$ cat config.mk
export PLATFORM = sky130hd
export DESIGN_NAME = serial_adder_param_flat
export DESIGN_NICKNAME = d
export VERILOG_FILES = /design/src/rtl/serial_adder_pkg.sv /design/src/rtl/serial_adder_param_if.sv /design/src/rtl/sa_shift_reg.sv /design/src/rtl/serial_adder_param.sv /design/src/flat_wrapper.sv
export SDC_FILE = /design/constraint.sdc
export NUM_CORES = 1
export LEC_CHECK = 0
export CAP_MARGIN = 10
export CORE_ASPECT_RATIO = 0.75
export CORE_MARGIN = 2
export CORE_UTILIZATION = 35
export CTS_CLUSTER_SIZE = 12
export DETAILED_ROUTE_END_ITERATION = 8
export SLEW_MARGIN = 10
export SYNTH_ARGS = -nofsm -noshare
export SYNTH_HDL_FRONTEND = slang
export SYNTH_SLANG_ARGS = --single-unit
$ cat constraint.sdc
create_clock -name clk -period 2.8 [get_ports clk]
set_input_delay 0.42 -clock clk [delete_from_list [all_inputs] [get_ports clk]]
set_output_delay 0.42 -clock clk [all_outputs]
set_load 0.01 [all_outputs]
$ cat src/rtl/serial_adder_pkg.sv
// Shared types and constants for the parametrised serial adder.
//   sa_state_e     : control FSM states
//   OP_ADD/OP_SUB  : encodings of op_i
//   sa_width_check : legal operand width test (2..32)
package serial_adder_pkg;

    typedef enum logic [1:0] {
        IDLE,
        LOAD,
        CALC,
        SEND
    } sa_state_e;

    localparam logic OP_ADD = 1'b0;
    localparam logic OP_SUB = 1'b1;

    function automatic bit sa_width_check(input int unsigned width);
        return (width >= 2) && (width <= 32);
    endfunction

endpackage

$ cat src/rtl/serial_adder_param_if.sv
// Serial bus between the frame driver/monitor and serial_adder_param.
//   en_i/ina/inb/op_i     : driver -> adder (input frame)
//   en_o/out/busy_o/err_o : adder -> monitor (result frame and status)
// master = driver side, slave = adder side.
interface serial_adder_param_if;

    logic en_i;
    logic ina;
    logic inb;
    logic op_i;
    logic en_o;
    logic out;
    logic busy_o;
    logic err_o;

    modport master (
        output en_i, ina, inb, op_i,
        input  en_o, out, busy_o, err_o
    );

    modport slave (
        input  en_i, ina, inb, op_i,
        output en_o, out, busy_o, err_o
    );

endinterface

$ cat src/rtl/sa_shift_reg.sv
// N-bit shift register with serial input, parallel load/read and synchronous clear.
//   clk       : rising-edge clock
//   clr       : synchronous clear (highest priority)
//   load      : parallel load of load_data
//   load_data : parallel input
//   shift     : shift by one, inserting sin
//   sin       : serial input bit
//   q         : parallel contents
// LSB_FIRST=1 shifts toward bit 0 (serial stream is LSB first, next bit to send is q[0]);
// LSB_FIRST=0 shifts toward bit N-1 (MSB first, next bit to send is q[N-1]).
module sa_shift_reg #(
    parameter int unsigned N         = 8,
    parameter bit          LSB_FIRST = 1'b1
) (
    input  logic         clk,
    input  logic         clr,
    input  logic         load,
    input  logic [N-1:0] load_data,
    input  logic         shift,
    input  logic         sin,
    output logic [N-1:0] q
);

    logic [N-1:0] q_q, q_d;

    always_comb begin
        q_d = q_q;
        if (clr) begin
            q_d = '0;
        end else if (load) begin
            q_d = load_data;
        end else if (shift) begin
            q_d = LSB_FIRST ? {sin, q_q[N-1:1]} : {q_q[N-2:0], sin};
        end
    end

    always_ff @(posedge clk) begin
        q_q <= q_d;
    end

    assign q = q_q;

endmodule

$ cat src/rtl/serial_adder_param.sv
// Serial adder/subtractor: captures two WIDTH-bit operands serially, then returns the
// WIDTH+1-bit sum or difference serially.
//   clk   : rising-edge clock
//   rst_n : synchronous active-low reset
//   bus   : slave side of serial_adder_param_if
//           en_i/ina/inb/op_i in, en_o/out/busy_o/err_o out (all outputs registered)
module serial_adder_param
    import serial_adder_pkg::*;
#(
    parameter int unsigned WIDTH     = 8,
    parameter bit          LSB_FIRST = 1'b1
) (
    input logic                 clk,
    input logic                 rst_n,
    serial_adder_param_if.slave bus
);

    if (!sa_width_check(WIDTH)) begin : g_width_bad
        $error("serial_adder_param: WIDTH must be in 2..32");
    end

    // Counter must reach WIDTH+1: WIDTH+1 result bits plus the closing cycle of SEND.
    localparam int unsigned CntW = $clog2(WIDTH + 2);
    localparam logic [CntW-1:0] LastIn  = CntW'(WIDTH - 1);
    localparam logic [CntW-1:0] LastOut = CntW'(WIDTH);

    sa_state_e       state_q, state_d;
    logic [CntW-1:0] cnt_q, cnt_d;
    logic            op_q, op_d;
    logic            en_o_q, en_o_d;
    logic            out_q, out_d;
    logic            busy_q, busy_d;
    logic            err_q, err_d;

    logic             opnd_shift, res_load, res_shift;
    logic [WIDTH-1:0] a_val, b_val;
    logic [WIDTH:0]   a_ext, b_ext, res_val, res_q;
    logic             res_sout;

    sa_shift_reg #(.N(WIDTH), .LSB_FIRST(LSB_FIRST)) u_a_reg (
        .clk       (clk),
        .clr       (!rst_n),
        .load      (1'b0),
        .load_data ('0),
        .shift     (opnd_shift),
        .sin       (bus.ina),
        .q         (a_val)
    );

    sa_shift_reg #(.N(WIDTH), .LSB_FIRST(LSB_FIRST)) u_b_reg (
        .clk       (clk),
        .clr       (!rst_n),
        .load      (1'b0),
        .load_data ('0),
        .shift     (opnd_shift),
        .sin       (bus.inb),
        .q         (b_val)
    );

    // Zero-extended so the top bit is carry (add) or borrow/sign (subtract).
    assign a_ext   = {1'b0, a_val};
    assign b_ext   = {1'b0, b_val};
    assign res_val = (op_q == OP_SUB) ? (a_ext - b_ext) : (a_ext + b_ext);

    sa_shift_reg #(.N(WIDTH + 1), .LSB_FIRST(LSB_FIRST)) u_res_reg (
        .clk       (clk),
        .clr       (!rst_n),
        .load      (res_load),
        .load_data (res_val),
        .shift     (res_shift),
        .sin       (1'b0),
        .q         (res_q)
    );

    assign res_sout = LSB_FIRST ? res_q[0] : res_q[WIDTH];

    always_comb begin
        state_d    = state_q;
        cnt_d      = cnt_q;
        op_d       = op_q;
        en_o_d     = 1'b0;
        out_d      = 1'b0;
        err_d      = 1'b0;
        opnd_shift = 1'b0;
        res_load   = 1'b0;
        res_shift  = 1'b0;

        unique case (state_q)
            IDLE: begin
                if (bus.en_i) begin
                    opnd_shift = 1'b1;
                    op_d       = bus.op_i;
                    cnt_d      = CntW'(1);
                    state_d    = LOAD;
                end
            end
            LOAD: begin
                if (bus.en_i) begin
                    opnd_shift = 1'b1;
                    if (cnt_q == LastIn) begin
                        cnt_d   = '0;
                        state_d = CALC;
                    end else begin
                        cnt_d = cnt_q + 1'b1;
                    end
                end else begin
                    // Short frame: drop it and flag the abort.
                    err_d   = 1'b1;
                    cnt_d   = '0;
                    state_d = IDLE;
                end
            end
            CALC: begin
                err_d    = bus.en_i;
                res_load = 1'b1;
                state_d  = SEND;
            end
            SEND: begin
                err_d = bus.en_i;
                if (cnt_q <= LastOut) begin
                    en_o_d    = 1'b1;
                    out_d     = res_sout;
                    res_shift = 1'b1;
                    cnt_d     = cnt_q + 1'b1;
                end else begin
                    cnt_d   = '0;
                    state_d = IDLE;
                end
            end
            default: state_d = IDLE;
        endcase

        busy_d = (state_d != IDLE);
    end

    always_ff @(posedge clk) begin
        if (!rst_n) begin
            state_q <= IDLE;
            cnt_q   <= '0;
            op_q    <= OP_ADD;
            en_o_q  <= 1'b0;
            out_q   <= 1'b0;
            busy_q  <= 1'b0;
            err_q   <= 1'b0;
        end else begin
            state_q <= state_d;
            cnt_q   <= cnt_d;
            op_q    <= op_d;
            en_o_q  <= en_o_d;
            out_q   <= out_d;
            busy_q  <= busy_d;
            err_q   <= err_d;
        end
    end

    assign bus.en_o   = en_o_q;
    assign bus.out    = out_q;
    assign bus.busy_o = busy_q;
    assign bus.err_o  = err_q;

endmodule
$ cat src/flat_wrapper.sv
// flat-port wrapper written by rule: the top's interface ports become plain ports
module serial_adder_param_flat import serial_adder_pkg::*;
#(
    parameter int unsigned WIDTH     = 8,
    parameter bit          LSB_FIRST = 1'b1
)
  (clk, rst_n, bus_en_i, bus_ina, bus_inb, bus_op_i, bus_en_o, bus_out, bus_busy_o, bus_err_o);
  serial_adder_param_if bus_i ();
  input logic clk;
  input logic rst_n;
  input wire logic [$bits(bus_i.en_i)-1:0] bus_en_i;
  input wire logic [$bits(bus_i.ina)-1:0] bus_ina;
  input wire logic [$bits(bus_i.inb)-1:0] bus_inb;
  input wire logic [$bits(bus_i.op_i)-1:0] bus_op_i;
  output wire logic [$bits(bus_i.en_o)-1:0] bus_en_o;
  output wire logic [$bits(bus_i.out)-1:0] bus_out;
  output wire logic [$bits(bus_i.busy_o)-1:0] bus_busy_o;
  output wire logic [$bits(bus_i.err_o)-1:0] bus_err_o;
  assign bus_i.en_i = bus_en_i;
  assign bus_i.ina = bus_ina;
  assign bus_i.inb = bus_inb;
  assign bus_i.op_i = bus_op_i;
  assign bus_en_o = bus_i.en_o;
  assign bus_out = bus_i.out;
  assign bus_busy_o = bus_i.busy_o;
  assign bus_err_o = bus_i.err_o;
  serial_adder_param #(.WIDTH(WIDTH), .LSB_FIRST(LSB_FIRST)) u_core (.clk(clk), .rst_n(rst_n), .bus(bus_i));
endmodule
# [Yosys cells after proc, flatten, opt, wreduce, memory -nomap -nowiden]
# Index checks and enable logic that the tools add are counted.
[word_totals] reg_bits=36 in_bits=6 output_inout_bits=4
[op_classes] n_lt_le_gt_ge=1 n_mux=20 n_addsub=3 reduce_logical=9 n_eq_ne=5
[op_table] op="2-to-1 mux 9 bit" n=3
[op_table] op="2-to-1 mux 4 bit" n=4
[op_table] op="one-hot mux 4 bit (3 select lines)" n=1
[op_table] op="adder 8 x 8 -> 9 bit" n=1
[op_table] op="subtractor 8 x 8 -> 9 bit" n=1
[op_table] op="2-to-1 mux 2 bit" n=4
[op_table] op="one-hot mux 2 bit (4 select lines)" n=1
[op_table] op="2-to-1 mux 1 bit" n=6
[op_table] op="adder 4 x 1 -> 4 bit, second input constant" n=1
[op_table] op="== test 2 bit, second input constant" n=2
[op_table] op="== test 4 x 3 -> 1 bit, second input constant" n=1
[op_table] op="<= comparator 4 bit, second input constant" n=1
[op_table] op="AND reduction 2 bit" n=2
[op_table] op="nonzero test 2 bit" n=2
[op_table] op="OR reduction 2 bit" n=2
[op_table] op="AND reduction 3 bit" n=1
[op_table] op="nonzero test 3 bit" n=1
[op_table] op="== test 2 x 1 -> 1 bit, second input constant" n=1
[op_table] op="logical NOT 2 bit" n=1
[op_table] op="inequality test 2 bit, second input constant" n=1
[op_table] op="one-hot mux 1 bit (2 select lines)" n=1

# [Depth between registers and ports, before layout]
# Gate-level depths: netlist of the first run.
[logic_depth] word_depth=5 mapped_depth=12 depth_no_buf=12

# [Hierarchy]
# From an unflattened synthesis of the first run, not the netlist that was laid out.
[unflattened] hier_cells=248 hier_area_um2=2187.1
[modules_own_cells] mod="serial_adder_param" seq_area_each_um2=220.2 instances=1 cells_per_inst=138 area_per_inst_um2=1031.0
[modules_own_cells] mod="sa_shift_reg (u_core.u_a_reg ...)" seq_area_each_um2=160.2 instances=2 cells_per_inst=35 area_per_inst_um2=369.1
[modules_own_cells] mod="sa_shift_reg (u_core.u_res_reg)" seq_area_each_um2=180.2 instances=1 cells_per_inst=40 area_per_inst_um2=417.9

# [Worst setup path after synthesis of the first run]
# Ideal clock, no wire load.
[synth_path] path_type="reg-to-reg" startpoint="register u_core.u_b_reg.q_q[0], in the netlist u_core.u_b_reg.q[0]" endpoint="register u_core.u_res_reg.q_q[8], in the netlist u_core.u_res_reg.q[8]" synth_period_minus_slack_ps=2291 arrival_time_ps=2218 slack_ps=509 stages_incl_launch_ff=13 setup_time_ps=73 path_cell_list="dfxtp_1 inv_1 ha_1 nand2b_1 nor4_1 nor2_1 xnor2_1 ha_1 o21a_4 o21ai_2 o21ba_1 or4_4 o211ai_2"
[synth_between] elab_chain_len=3 elab_cells_between_ends=4 cone_classes="add/sub: 2; mux: 2"
[synth_rtl] element="start, declared" line_no="sa_shift_reg.sv:24" rtl="logic [N-1:0] q_q, q_d;"
[synth_rtl] element="start signal, assigned" line_no="sa_shift_reg.sv:38" rtl="q_q <= q_d;"
[synth_rtl] element="adder 8 x 8 -> 9 bit or subtractor 8 x 8 -> 9 bit (tied branches)" line_no="serial_adder_param.sv:63" rtl="assign res_val = (op_q == OP_SUB) ? (a_ext - b_ext) : (a_ext + b_ext);"
[synth_rtl] element="2-to-1 mux 9 bit (*)" line_no="serial_adder_param.sv:63"
[synth_rtl] element="2-to-1 mux 9 bit (*)" line_no="sa_shift_reg.sv:30" rtl="end else if (load) begin"
[synth_rtl] element="end signal, assigned" line_no="sa_shift_reg.sv:38"
[synth_rtl] element="end, declared" line_no="sa_shift_reg.sv:24"
# Every way passes the cells marked *; elsewhere a longest branch is shown, timed or not.
# A chain may end at the register's enable or synchronous reset.

# [Final worst setup path of the first run]
# Ends and elaborated chain as after synthesis.

==> impl_metrics.prom, run 1 <==
# TYPE chip_impl_metric gauge
chip_impl_info{name="run_status",value="completed"} 1
chip_impl_info{name="hold_crit_endpoint",value="u_core.u_res_reg.q[1]"} 1
chip_impl_metric{name="pwr-share-comb",unit=""} 0.100
chip_impl_metric{name="power.switching_fraction",unit=""} 0.2471
chip_impl_metric{name="vert_die_dim",unit="microns"} 69.09
chip_impl_metric{name="skew",unit="ns"} 0.005917
chip_impl_metric{name="drt-initial-drc-count",unit=""} 56
chip_impl_metric{name="die-width",unit="microns"} 90.78
chip_impl_metric{name="placement.io_buffers",unit=""} 9
chip_impl_metric{name="gpl.final_weighted_congestion",unit=""} 0.7562
chip_impl_metric{name="met2WireLength",unit="microns"} 1641
chip_impl_info{name="clock_tree.root_cell",value="sky130_fd_sc_hd__clkbuf_8"} 1
chip_impl_metric{name="die_area",unit="sq um"} 6272
chip_impl_metric{name="total_switching_power",unit="uW"} 240.3
chip_impl_metric{name="post_cts.repair.setup_buffers",unit=""} 0
chip_impl_info{name="cpLargestDelayFamily",value="simple AND/OR/NAND/NOR gates"} 1
chip_impl_metric{name="worstRegToRegCells",unit=""} 12
chip_impl_metric{name="hpwlAfterDp",unit="microns"} 2923
chip_impl_metric{name="nNetsFinal",unit=""} 268
chip_impl_metric{name="layout-drive-gt1-share",unit=""} 0.07200
chip_impl_metric{name="yosysWarnings",unit=""} 0
chip_impl_metric{name="wire_per_inst",unit="microns"} 12.64
chip_impl_metric{name="clk_path_buf_depth",unit=""} 2
chip_impl_metric{name="worst_pin_slew",unit="ns"} 0.7680
chip_impl_metric{name="synth_fp_nets",unit=""} 262
chip_impl_metric{name="detailroute.via_count",unit=""} 1597
chip_impl_metric{name="routed_via_density",unit=""} 4.914
chip_impl_metric{name="crit_buf_inv",unit=""} 1
chip_impl_metric{name="finalMaxSlewViolations",unit=""} 0
chip_impl_metric{name="num-fill-cells",unit=""} 583
chip_impl_metric{name="seq_power_share",unit=""} 0.547
chip_impl_metric{name="wire_length_of_the_first_global_routing_pass",unit="microns"} 7086
chip_impl_metric{name="postSynth.asyncResetShare",unit=""} 0
chip_impl_metric{name="number_of_clock_buffers_inserted_by_tritoncts",unit=""} 5
chip_impl_metric{name="wl",unit="microns"} 4108
chip_impl_metric{name="initial_antenna_violation_count",unit=""} 0
chip_impl_metric{name="initial_core_util",unit=""} 0.3654
chip_impl_metric{name="sum_of_negative_setup_slack",unit="ns"} 0
chip_impl_metric{name="non_filler_cells_final",unit=""} 325
chip_impl_metric{name="insertedDiodeCount",unit=""} 0
chip_impl_metric{name="netlist_area",unit="sq um"} 1977
chip_impl_metric{name="hold-path-cell-count",unit=""} 2
chip_impl_info{name="cp_common_cell",value="sky130_fd_sc_hd__ha_1"} 1
chip_impl_metric{name="cellLeakagePower",unit="uW"} 0.0007960
chip_impl_info{name="crit_path_cell_trace",value="inv_1 -> ha_1 -> nand2b_1 -> nor4_1 -> nor2_1 -> xnor2_1 -> ha_1 -> a211o_2 -> a21oi_1 -> o21ba_1 -> or4_4 -> o211ai_2"} 1
chip_impl_metric{name="num_rows",unit=""} 23
chip_impl_metric{name="max_cap_violations",unit=""} 0
chip_impl_metric{name="timing.critical_path.required",unit="ns"} 3.02
chip_impl_metric{name="final_min_period_over_clock_period",unit=""} 0.9056
chip_impl_info{name="ys.flop_type",value="sky130_fd_sc_hd__dfxtp_1"} 1
chip_impl_metric{name="worst_skew_pair.late_latency",unit="ns"} 0.28
chip_impl_metric{name="r2r_setup_slack",unit="ns"} 0.26
chip_impl_metric{name="synth_seq_cells",unit=""} 36
chip_impl_metric{name="grt_overflow",unit=""} 0
chip_impl_metric{name="setup_viol",unit=""} 0
chip_impl_metric{name="internal_power",unit="uW"} 732.1
chip_impl_metric{name="syn-mean-instance-area",unit="sq um"} 8.102
chip_impl_metric{name="clkSlewWorstSetupHoldPaths",unit="ns"} 0.07
chip_impl_info{name="start_kind",value="flop"} 1
chip_impl_metric{name="slew-limit-headroom",unit=""} 0.4880
chip_impl_metric{name="grt_usage",unit=""} 0.1372
chip_impl_metric{name="fmax",unit="GHz"} 0.3944
chip_impl_metric{name="synthesis.instances",unit=""} 244
chip_impl_metric{name="synth_cell_type_count",unit=""} 48
chip_impl_metric{name="cts_hold_buf",unit=""} 0
chip_impl_metric{name="met3_length",unit="microns"} 156
chip_impl_metric{name="synth-edff-count",unit=""} 0
chip_impl_metric{name="detail-route-antenna-nets",unit=""} 0
chip_impl_metric{name="first_global_vias",unit=""} 1470
chip_impl_metric{name="wl_met1",unit="microns"} 2273
chip_impl_info{name="slowest_cell_on_the_critical_path",value="sky130_fd_sc_hd__or4_4"} 1
chip_impl_metric{name="floorplan.io_pins",unit=""} 10
chip_impl_metric{name="finalHoldViolations",unit=""} 0
chip_impl_metric{name="worst_ir_drop_vdd",unit="mV"} 0.3141
chip_impl_info{name="clock_tree_from_tritoncts",value="done"} 1
chip_impl_metric{name="tritoncts_sink_count",unit=""} 36
chip_impl_metric{name="critPathMaxFanout",unit=""} 6
chip_impl_metric{name="clock_power_share",unit=""} 0.353
chip_impl_metric{name="placedCellCount",unit=""} 318
chip_impl_metric{name="signed_area_change_from_the_synthesized_netlist_to_the_final_layout",unit="%"} 11.33
chip_impl_metric{name="total_of_cells_resized_after_clock_tree_synthesis",unit=""} 0
chip_impl_metric{name="core_area",unit="sq um"} 5410
chip_impl_metric{name="synth_seq_area_share",unit=""} 0.3646
chip_impl_metric{name="pwr_density_cell",unit="nW/um^2"} 441.8
chip_impl_metric{name="drt_pre_antenna_iters",unit=""} 4
chip_impl_metric{name="layout.core_utilization",unit=""} 0.4068
chip_impl_metric{name="route.detailed.drc",unit=""} 0
chip_impl_metric{name="max_stage_delay",unit="ns"} 0.48
chip_impl_info{name="hp-start",value="u_core.u_res_reg.q[1]"} 1
chip_impl_info{name="setup.worst_path.end_class",value="flop"} 1
chip_impl_info{name="routed.top_layer",value="met4"} 1
chip_impl_metric{name="final_period_minus_worst_setup_slack",unit="ns"} 2.536
chip_impl_metric{name="cp.arrival",unit="ns"} 2.75
chip_impl_metric{name="htreeDepth",unit=""} 2
chip_impl_metric{name="grt_start_max_net_pins",unit=""} 30
chip_impl_info{name="critical_path.reg2reg.startpoint",value="u_core.u_b_reg.q[0]"} 1
chip_impl_info{name="grt_setup_unrepaired",value="false"} 1
chip_impl_info{name="worst_r2r_endpoint",value="u_core.u_res_reg.q[8]"} 1
chip_impl_info{name="worstHoldPathType",value="reg -> reg"} 1
chip_impl_info{name="setup.worst_path.class",value="reg -> reg"} 1
## stage by stage
step | hold WS (ns) | cell area (sq um) | setup slack (ns) | total power [uW]
floorplan | 0.4363 | 1977 | 0.5089 | 610.7
global placement | 0.4457 | 2123 | 0.3163 | 637.9
detailed placement | 0.4585 | 2123 | 0.3011 | 639.6
CTS | 0.4680 | 2201 | 0.2691 | 985.0
global route | 0.5008 | 2201 | 0.08220 | 1014
finish | 0.4661 | 2201 | 0.2643 | 972.4
## synth_stat cells (2+ instances only)
cell                       number  area (sq um)
sky130_fd_sc_hd__nor2_1        22         82.58
sky130_fd_sc_hd__nand2_1       43         161.4
sky130_fd_sc_hd__o21ai_1        5         25.02
sky130_fd_sc_hd__clkbuf_1       9         33.78
sky130_fd_sc_hd__nand3_1        3         15.01
sky130_fd_sc_hd__nor2b_1        4         25.02
sky130_fd_sc_hd__a221oi_1       2         17.52
sky130_fd_sc_hd__nor4_1         2         12.51
sky130_fd_sc_hd__buf_2          3         15.01
sky130_fd_sc_hd__and2_1         2         12.51
sky130_fd_sc_hd__inv_1          9         33.78
sky130_fd_sc_hd__a211oi_1       2         15.01
sky130_fd_sc_hd__nor3_1         5         25.02
sky130_fd_sc_hd__xnor2_1        9         78.83
sky130_fd_sc_hd__nand2b_1       5         31.28
sky130_fd_sc_hd__dfxtp_1       36         720.7
sky130_fd_sc_hd__a211o_1        2         17.52
sky130_fd_sc_hd__o21a_1         4         30.03
sky130_fd_sc_hd__ha_1          11         137.6
sky130_fd_sc_hd__a21oi_1       32         160.2
sky130_fd_sc_hd__mux2i_1        4         40.04
sky130_fd_sc_hd__a21o_1         4         30.03
## state kept, by name, summed over array words and instances, names as in the netlist
name and cells:
u_core.op_q 1, u_core.bus.out 1, u_core.u_a_reg.q 8, u_core.bus.busy_o 1, u_core.bus.err_o 1, u_core.u_res_reg.q 9, u_core.state_q 2, u_core.bus.en_o 1
u_core.cnt_q 4, u_core.u_b_reg.q 8
## cells in the final DEF, fill, tap and decap left out, types with 2 or more instances in the layout
| cell type | n |
|---|---|
| sky130_fd_sc_hd__nand2_1 | 43 |
| sky130_fd_sc_hd__dfxtp_1 | 36 |
| sky130_fd_sc_hd__a21oi_1 | 32 |
| sky130_fd_sc_hd__nor2_1 | 22 |
| sky130_fd_sc_hd__ha_1 | 11 |
| sky130_fd_sc_hd__inv_1 | 9 |
| sky130_fd_sc_hd__xnor2_1 | 9 |
| sky130_fd_sc_hd__clkdlybuf4s50_1 | 9 |
| sky130_fd_sc_hd__nor3_1 | 5 |
| sky130_fd_sc_hd__nand2b_1 | 5 |
| sky130_fd_sc_hd__o21ai_1 | 5 |
| sky130_fd_sc_hd__clkbuf_8 | 5 |
| sky130_fd_sc_hd__mux2i_1 | 4 |
| sky130_fd_sc_hd__nor2b_1 | 4 |
| sky130_fd_sc_hd__o21a_1 | 4 |
| sky130_fd_sc_hd__a21o_1 | 4 |
| sky130_fd_sc_hd__buf_4 | 4 |
| sky130_fd_sc_hd__nand3_1 | 3 |
| sky130_fd_sc_hd__nor4_1 | 2 |
| sky130_fd_sc_hd__a211o_1 | 2 |
| sky130_fd_sc_hd__a211oi_1 | 2 |
| sky130_fd_sc_hd__a221oi_1 | 2 |
| sky130_fd_sc_hd__and2_1 | 2 |
## power groups by stage
stage / sequential, uW / combinational [uW] / clock [uW]
final: 532 / 96.8 / 343
after global routing: 534 / 108 / 373
after CTS: 532 / 96.6 / 356
after detailed placement: 544 / 96.0 / 0
after global placement: 543 / 94.7 / 0
after floorplan: 537 / 73.4 / 0
## cells by family after synthesis
kind of cell,share of synthesized area
AOI/OAI and AO/OA,0.2310
xor gates and xnor gates,0.03988
adders and majority gates,0.07975
buffers and inverters,0.05126
DFF,0.3646
muxes,0.02595
and+or+nand+nor,0.2076
## area by class of cell
type	instances	area [sq um]	share of cell area
tap	75	93.84	0.04264
sequential	36	720.7	0.3275
multi-input combinational	185	1155	0.5247
inverter	9	33.78	0.01535
clock buffer	6	72.57	0.03297
clock inverter	1	5.005	0.002274
timing repair buffer	13	120.1	0.05458
## metal layers
metal,GRT usage,vias to the layer above
met2,0.1899,22
met3,0.03279,5
met1,0.2107,715
met4,0.03535,0
met5,0,-
li1,-,855
## how the worst max path moves through the flow
stage	start	to	slack (ns)	cells past startpoint
after floorplan	u_core.u_b_reg.q[0]	u_core.u_res_reg.q[8]	0.51	12
after global placement	u_core.u_b_reg.q[0]	u_core.u_res_reg.q[8]	0.32	12
after detailed placement	u_core.u_b_reg.q[0]	u_core.u_res_reg.q[8]	0.30	12
after CTS	u_core.u_b_reg.q[0]	u_core.u_res_reg.q[8]	0.27	12
after global routing	u_core.u_b_reg.q[0]	u_core.u_res_reg.q[8]	0.08	12
final	u_core.u_b_reg.q[0]	u_core.u_res_reg.q[8]	0.26	12
## worst min-delay path: stages, from the launching register on
cell	delay [ns]
sky130_fd_sc_hd__dfxtp_1	0.31
sky130_fd_sc_hd__nand2_1	0.05
sky130_fd_sc_hd__a21oi_1	0.05
(Power assumes the default switching activity.)
==> inputs of run 2 (changes only) <==
--- a/config.mk
+++ b/config.mk
@@ -5,7 +5,6 @@
 export SDC_FILE = /design/constraint.sdc
 export NUM_CORES = 1
 export LEC_CHECK = 0
-export CAP_MARGIN = 10
 export CORE_ASPECT_RATIO = 0.75
 export CORE_MARGIN = 2
 export CORE_UTILIZATION = 35
==> results of run 2 <==
Final layout, timing and power as in run 1 (identical DEF).
